**src/rtl/tx_pkg.sv**
```systemverilog
// Shared definitions for the 4-ASK transmit symbol path: levels, symbol type,
// mode encodings and PRBS-15 tap positions.
package tx_pkg;

    localparam int LFSR_W = 15;
    localparam int TAP_HI = 14;
    localparam int TAP_LO = 13;
    localparam int PH_W   = 4;

    // -131072 is the most negative 18-bit value; written as a bit pattern
    localparam logic signed [17:0] LVL_M3 = 18'sh20000;
    localparam logic signed [17:0] LVL_M1 = -18'sd43690;
    localparam logic signed [17:0] LVL_P1 = 18'sd43690;
    localparam logic signed [17:0] LVL_P3 = 18'sd131071;

    typedef logic [1:0] sym_t;

    localparam sym_t SYM_00 = 2'b00;
    localparam sym_t SYM_10 = 2'b10;

    typedef enum logic [1:0] {
        MODE_PRBS  = 2'd0,
        MODE_FIXED = 2'd1,
        MODE_ALT   = 2'd2,
        MODE_PRBS2 = 2'd3
    } mode_t;

    typedef enum logic {
        ST_IDLE = 1'b0,
        ST_RUN  = 1'b1
    } ctl_state_t;

    function automatic logic signed [17:0] sym_level(input sym_t s);
        logic signed [17:0] lvl;
        case (s)
            2'b00:   lvl = LVL_M3;
            2'b01:   lvl = LVL_M1;
            2'b11:   lvl = LVL_P1;
            default: lvl = LVL_P3;
        endcase
        return lvl;
    endfunction

endpackage

```
**src/rtl/prbs15_2step.sv**
```systemverilog
// Combinational two-step PRBS-15 Fibonacci generator; the state register
// lives in the caller.
module prbs15_2step
    import tx_pkg::*;
(
    input  logic [LFSR_W-1:0] state,
    output logic [LFSR_W-1:0] next_state,
    output sym_t              bits
);

    logic              b1;
    logic              b2;
    logic [LFSR_W-1:0] mid;

    always_comb begin
        b1         = state[TAP_HI] ^ state[TAP_LO];
        mid        = {state[LFSR_W-2:0], b1};
        b2         = mid[TAP_HI] ^ mid[TAP_LO];
        next_state = {mid[LFSR_W-2:0], b2};
        bits       = {b1, b2};
    end

endmodule

```
**src/rtl/tx_sym_source.sv**
```systemverilog
// 4-ASK symbol source: PRBS-15 / fixed / alternating symbols, Gray-mapped to
// 1s17 levels and held for SPS clocks.
//
//   state   | meaning
//   --------+-----------------------------------------------------------
//   ST_IDLE | after reset; phase parked at SPS-1 so first enable is a boundary
//   ST_RUN  | free-running symbol generation; left only through reset
module tx_sym_source
    import tx_pkg::*;
#(
    parameter int          SPS  = 1,
    parameter logic [14:0] SEED = 15'h0001
)(
    input  logic               clk,
    input  logic               reset,
    input  logic               enable,
    input  logic [1:0]         mode,
    input  logic [1:0]         fixed_sym,
    output logic signed [17:0] x_out,
    output logic [1:0]         sym_bits,
    output logic               sym_strobe
);

    localparam logic [LFSR_W-1:0] SEED_EFF = (SEED == '0) ? 15'h0001 : SEED;
    localparam logic [PH_W-1:0]   PH_LAST  = PH_W'(SPS - 1);

    ctl_state_t        state;
    logic [PH_W-1:0]   ph;
    logic [LFSR_W-1:0] lfsr;
    logic [LFSR_W-1:0] lfsr_next;
    logic              toggle;
    sym_t              prbs_bits;
    sym_t              next_sym;
    mode_t             mode_s;
    logic              boundary;
    logic              prbs_mode;

    prbs15_2step u_prbs (
        .state      (lfsr),
        .next_state (lfsr_next),
        .bits       (prbs_bits)
    );

    assign mode_s    = mode_t'(mode);
    assign boundary  = enable && ((state == ST_IDLE) || (ph == PH_LAST));
    assign prbs_mode = (mode_s == MODE_PRBS) || (mode_s == MODE_PRBS2);

    always_comb begin
        next_sym = prbs_bits;
        case (mode_s)
            MODE_FIXED: next_sym = fixed_sym;
            MODE_ALT:   next_sym = toggle ? SYM_00 : SYM_10;
            default:    next_sym = prbs_bits;
        endcase
    end

    always_ff @(posedge clk or negedge reset) begin
        if (!reset) begin
            state      <= ST_IDLE;
            ph         <= PH_LAST;
            lfsr       <= SEED_EFF;
            toggle     <= 1'b0;
            x_out      <= '0;
            sym_bits   <= '0;
            sym_strobe <= 1'b0;
        end else begin
            sym_strobe <= boundary;
            if (enable) begin
                state <= ST_RUN;
                ph    <= (ph == PH_LAST) ? '0 : ph + 1'b1;
            end else if (state == ST_IDLE) begin
                ph <= PH_LAST;
            end
            if (boundary) begin
                sym_bits <= next_sym;
                x_out    <= sym_level(next_sym);
                if (prbs_mode) begin
                    lfsr <= lfsr_next;
                end
                // clearing outside mode 2 makes every entry into mode 2 start at 10
                toggle <= (mode_s == MODE_ALT) ? ~toggle : 1'b0;
            end
        end
    end

endmodule

```
**config.mk**
```make
export PLATFORM = sky130hd
export DESIGN_NAME = tx_sym_source
export DESIGN_NICKNAME = d
export VERILOG_FILES = /design/src/rtl/tx_pkg.sv /design/src/rtl/prbs15_2step.sv /design/src/rtl/tx_sym_source.sv
export SDC_FILE = /design/constraint.sdc
export NUM_CORES = 1
export LEC_CHECK = 0
export CAP_MARGIN = 25
export CORE_AREA = 2 2 56 58
export DETAILED_ROUTE_END_ITERATION = 6
export DIE_AREA = 0 0 58 60
export PLACE_DENSITY = 0.85
export SLEW_MARGIN = 20
export SYNTH_ARGS = -nofsm -noshare
export SYNTH_HDL_FRONTEND = slang
export SYNTH_HIERARCHICAL = 1
export SYNTH_SLANG_ARGS = --single-unit
```
**constraint.sdc**
```tcl
create_clock -name clk -period 4.18 [get_ports clk]
set_clock_uncertainty 0.1 [all_clocks]
set_input_delay 1.254 -clock clk [delete_from_list [all_inputs] [get_ports clk]]
set_output_delay 1.254 -clock clk [all_outputs]
set_load 0.005 [all_outputs]
```
==> flow_metrics.tcl, run 1 <==
set metrics [dict create \
    dp_cells 153 \
    tightestPinTransition_ns 0.6091 \
    viasPerCell 5.025 \
    numCtsBuffers 3 \
    ys_seq_elements 28 \
    path_class "input pin to register" \
    power_leakage_nw 0.7742 \
    antenna_found_initial 0 \
    routedWlPerCell_um 13.59 \
    io_buffers 27 \
    p_clk_frac 0.160 \
    start_util 0.5315 \
    async_flop_share 1.000 \
    syn_avg_cell_area_um2 12.34 \
    areaGrowthSynthToFinish_pct 6.407 \
    antenna_left 0 \
    yosys.area.top_type_share 0.4380 \
    drt_wl_total_um 2134 \
    finalCritPeriodShare 0.7172 \
    seq_power_share 0.445 \
    rows 20 \
    cts_sinks 28 \
    clk_latency_ns 0.34 \
    first_iter_violations 30 \
    ys.flop_type "dfrtp_1" \
    dp_hpwl_um 1562 \
    critPathMaxFanout 15 \
    die_h_um 60 \
    post_cts_buffers 0 \
    power.density_nw_per_um2 512.3 \
    power_uw 840.9 \
    multi_input_area_um2 558.0 \
    endpoint_kind "register" \
    ctsResizeCount 0 \
    ff2ff_setup_slack_ns 1.94 \
    worst_slack_ns 1.182 \
    grt_max_degree 29 \
    cts_buffer_depth 2 \
    yosys_warnings 6 \
    nFillCells 227 \
    intPower_uw 597.6 \
    fmax_mhz 333.6 \
    yosysMostFrequentCell "buf_4" \
    status "complete, no violations" \
    drv_slew 0 \
    chipWidth_um 58 \
    finalHoldViolations 0 \
    drive_above_1_share 0.2419 \
    combinationalPowerShare 0.395 \
    maxSlewHeadroom 0.5930 \
    die_area_um2 3480 \
    period_needed_ns 2.998 \
    netSwitchingFraction 0.2894 \
    fin_nets 138 \
    synthesis.area_um2 1543 \
    io_pins 28 \
    pre_cts_ws_ns 0.7915 \
    start_kind "input pin" \
    synth.distinct_cells 24 \
    htreeDepth 1 \
    synth_edf_count 0 \
    gp_congestion 0.7209 \
    core_area_um2 2903 \
    yosysTopAreaCell "dfrtp_1" \
    num_antenna_cells 0 \
    cp.required_ns 4.32 \
    switching_power_uw 243.3 \
    max-vdd-ir-drop_v 0.0003386 \
    rsz0062_at_grt "false" \
    dr.pass1.iters 3 \
    ctsHoldBuffers 0 \
    clkTransAtPathRegs_ns 0.14 \
    grt_pass1_wl_um 3560 \
    seq_area_um2 701.9 \
    grt_overflow_total 0 \
    syn_inst 125 \
    min_path_type "register to register" \
    synthTopCellsByArea "dfrtp_1 (44%), buf_4 (15%), mux2_4 (9.7%), mux2_2 (7.3%), ha_1 (4.9%)" \
    syn_nets 138 \
    arrival_ns 3.14 \
    track_usage 0.1386 \
    vias 789 \
    setup_viol 0 \
    post-route-drc-count 0 \
    instances_no_fill 157 \
    drv_cap 0 \
    utilization 0.5655 \
    grt_pass1_vias 806 \
    root_buffer "clkbuf_4" \
    cts_tree "done" \
    seq_area_frac_synth 0.4550 \
    yosys-top-cells-count "buf_4 (31), dfrtp_1 (27), mux2_2 (10), mux2_4 (10), inv_1 (7)" \
    final.setup.tns_ns 0 \
]
==> cell families (layout without fill, tap and decap cells) <==
kind of cell / count (synthesis) / count (layout) / share of synthesized area
flops: 28 / 28 / 0.4550
buf+inv: 40 / 39 / 0.1833
fa+ha+maj: 6 / 6 / 0.04866
mux: 23 / 23 / 0.1898
simple gates: 17 / 17 / 0.06245
compound gates: 8 / 8 / 0.04380
xor+xnor: 3 / 3 / 0.01703
==> placed cells by master (no fill, tap or decap), types with 3 or more instances in the layout <==
master           netlist  routed
clkbuf_4               0       3
clkdlybuf4s50_1        0      27
dfrtp_1               27      27
ha_1                   6       6
inv_1                  7       7
mux2_2                10      10
mux2_4                10      10
mux2i_1                3       3
nand2_1                6       6
nor2b_1                3       3
o21ai_0                4       4
xor2_1                 3       3
==> metal layers <==
metal  vias to the layer above  share of wire  wire length (µm)  track usage
li1                        374              -                 -            -
met1                       388           0.45               963       0.1593
met2                        22           0.48              1019       0.2435
met3                         5          0.050               106      0.02814
met4                         0          0.021                44      0.07309
met5                         -              0                 0            0
==> final timing paths <==
check / to / cells past startpoint / start
setup / recovery: lfsr[4] / 6 / mode[0]
hold / removal: lfsr[2] / 1 / lfsr[2]
setup reg to reg: lfsr[4] / 5 / ph[0]
hold reg to reg: lfsr[2] / 1 / lfsr[2]
max in group asynchronous: lfsr[0] / 2 / reset
min in group asynchronous: x_out[1] / 2 / reset
==> through the flow <==
stage	cell area (µm²)	hold slack (ns)
after global placement	1605	0.3856
final	1642	0.4220
after detailed placement	1605	0.3938
after global routing	1642	0.4423
after floorplan	1543	0.3744
after CTS	1642	0.4270
==> final cells by class <==
cell class	instances	share of cell area
multi-input cells	57	0.3399
flip-flops and latches	28	0.4276
repair buffers	28	0.1692
well taps	33	0.02515
clock buffers	4	0.02210
inverters	7	0.01601
==> worst max-delay path, stage by stage <==
cell	delay, ns
clkdlybuf4s50_1	0.48
inv_1	0.05
ha_1	0.33
nand2_1	0.11
a21oi_4	0.51
mux2_2	0.40
==> power groups by stage <==
stage          Combinational (mW)  Sequential (mW)  Clock, mW
2_1_floorplan               0.215            0.375          0
3_3_place_gp                0.327            0.375          0
3_5_place_dp                0.337            0.380          0
5_1_grt                     0.363            0.384      0.149
4_1_cts                     0.338            0.374      0.136
6_report                    0.332            0.374      0.134
==> sequential cells by signal, indices dropped and copies added, names as in the netlist <==
signal      flops
state           1
ph              4
x_out           5
lfsr           15
sym_bits        1
toggle          1
sym_strobe      1
Note: power is estimated with default switching activity, not from simulation.
==> run 2, diff against run 1 <==
--- a/config.mk
+++ b/config.mk
@@ -6,10 +6,10 @@
 export NUM_CORES = 1
 export LEC_CHECK = 0
 export CAP_MARGIN = 25
-export CORE_AREA = 2 2 56 58
+export CORE_AREA = 2 2 58 60
 export DETAILED_ROUTE_END_ITERATION = 6
-export DIE_AREA = 0 0 58 60
-export PLACE_DENSITY = 0.85
+export DIE_AREA = 0 0 60 62
+export PLACE_DENSITY = 0.8
 export SLEW_MARGIN = 20
 export SYNTH_ARGS = -nofsm -noshare
 export SYNTH_HDL_FRONTEND = slang
==> constraint.sdc (replaced) <==
create_clock -name clk -period 2.83 [get_ports clk]
set_clock_uncertainty 0.1 [all_clocks]
set_input_delay 0.849 -clock clk [delete_from_list [all_inputs] [get_ports clk]]
set_output_delay 0.849 -clock clk [all_outputs]
set_load 0.005 [all_outputs]
==> flow_metrics.tcl, run 2 (synthesis results as in run 1) <==
set metrics [dict create \
    period_needed_ns 2.571 \
    fmax_mhz 389.0 \
    areaGrowthSynthToFinish_pct 10.06 \
    io_buffers 27 \
    critPathMaxFanout 4 \
    io_pins 28 \
    top_regs "lfsr x15, x_out x5, ph x4" \
    grt_pass1_vias 780 \
    numCtsBuffers 3 \
    start_kind "input pin" \
    grt_max_degree 29 \
    fin_hold_ws_ns 0.4097 \
    drive_above_1_share 0.2636 \
    core_area_um2 3179 \
    dp_hpwl_um 1575 \
    ctsResizeCount 0 \
    tightestPinTransition_ns 0.3793 \
    power.density_nw_per_um2 715.5 \
    power_leakage_nw 0.7950 \
    cts_buffer_depth 2 \
    regMostFlops "lfsr" \
    final_cell_mix "clkdlybuf4s50_1 (27), dfrtp_1 (27), mux2_2 (10), mux2_4 (10), inv_1 (7)" \
    die_area_um2 3720 \
    gp_congestion 0.6834 \
    cts_tree "done" \
    finalHoldViolations 0 \
    clkTransAtPathRegs_ns 0.14 \
    pre_cts_ws_ns -0.09848 \
    clk_latency_ns 0.32 \
    drv_slew 0 \
    grt_overflow_total 0 \
    critPathMaxStageDelay_ns 0.48 \
    die_h_um 62 \
    setup_viol 0 \
    path_cells "clkdlybuf4s50_1, inv_1, ha_1, o31ai_1, ha_1, mux2_2" \
    finalCritPeriodShare 0.9084 \
    post_cts_buffers 0 \
    routedWlPerCell_um 11.72 \
    start_util 0.4852 \
    chipWidth_um 60 \
    antenna_left 0 \
    largest_register_ff_count 15 \
    nFillCells 265 \
    htreeDepth 1 \
    min_path_type "register to register" \
    vias 797 \
    status "complete, no violations" \
    rows 21 \
    worst_slack_ns 0.2592 \
    cp.required_ns 2.94 \
    fin_nets 143 \
    cp_top_family "adder cells" \
    post-route-drc-count 0 \
    cts_sinks 28 \
    first_iter_violations 7 \
    grt_pass1_wl_um 3367 \
    viasPerCell 4.554 \
    maxSlewHeadroom 0.7450 \
    path_class "input pin to register" \
    cp_slowest_cell "clkdlybuf4s50_1" \
    track_usage 0.1204 \
    dr.pass1.iters 4 \
    root_buffer "clkbuf_4" \
    antenna_found_initial 0 \
    drt_wl_total_um 2051 \
    drv_cap 0 \
    endpoint_kind "register" \
    utilization 0.5340 \
    ctsHoldBuffers 0 \
    crit_top_cell "ha_1" \
    num_antenna_cells 0 \
    arrival_ns 2.68 \
    rsz0062_at_grt "false" \
    max-vdd-ir-drop_v 0.0002575 \
    cp_num_buf_inv 2 \
]
run 2: changes by cell type in the layout (fill, tap and decap cells not counted):
cell / change
clkbuf_1: +1
clkbuf_8: -1
buf_4: +4
buf_12: +1
run 2: layout make-up:
| class | count | area [µm²] | area share |
|---|---|---|---|
| flip-flops and latches | 28 | 701.9 | 0.4134 |
| inverters | 7 | 26.28 | 0.01548 |
| repair buffers | 33 | 327.8 | 0.1931 |
| multi-input cells | 57 | 558.0 | 0.3287 |
| clock buffers | 4 | 26.28 | 0.01548 |
| well taps | 46 | 57.56 | 0.03390 |
run 2: power by group:
part           total (mW)  internal [mW]  switching, mW
sequential          0.551          0.478         0.0726
combinational       0.504          0.335          0.169
clock               0.160         0.0551          0.105
run 2: per-layer routing:
metal	track usage	routed length, µm	share of wire	up-vias
li1	-	-	-	385
met1	0.1495	970	0.47	382
met2	0.2065	966	0.47	26
met3	0.02484	85	0.041	4
met4	0.04762	29	0.014	0
met5	0	0	0	-
run 2: through the flow:
step | instances | power (mW) | area [µm²] | TNS, ns
floorplan | 125 | 0.8705 | 1543 | 0
global placement | 171 | 1.050 | 1672 | -0.01155
detailed placement | 171 | 1.072 | 1672 | -0.1818
CTS | 175 | 1.239 | 1698 | 0
global route | 175 | 1.309 | 1698 | 0
finish | 175 | 1.215 | 1698 | 0
run 2: path summary, 6_finish.rpt:
check | slack, ns | depth (start not counted) | startpoint | endpoint
setup reg to reg | 0.82 | 6 | ph[0] | lfsr[2]
setup / recovery | 0.26 | 6 | mode[0] | x_out[16]
hold reg to reg | 0.41 | 1 | lfsr[2] | lfsr[4]
min in group asynchronous | 0.79 | 2 | reset | sym_bits[0]
max in group asynchronous | 1.53 | 2 | reset | lfsr[0]
hold / removal | 0.41 | 1 | lfsr[2] | lfsr[4]
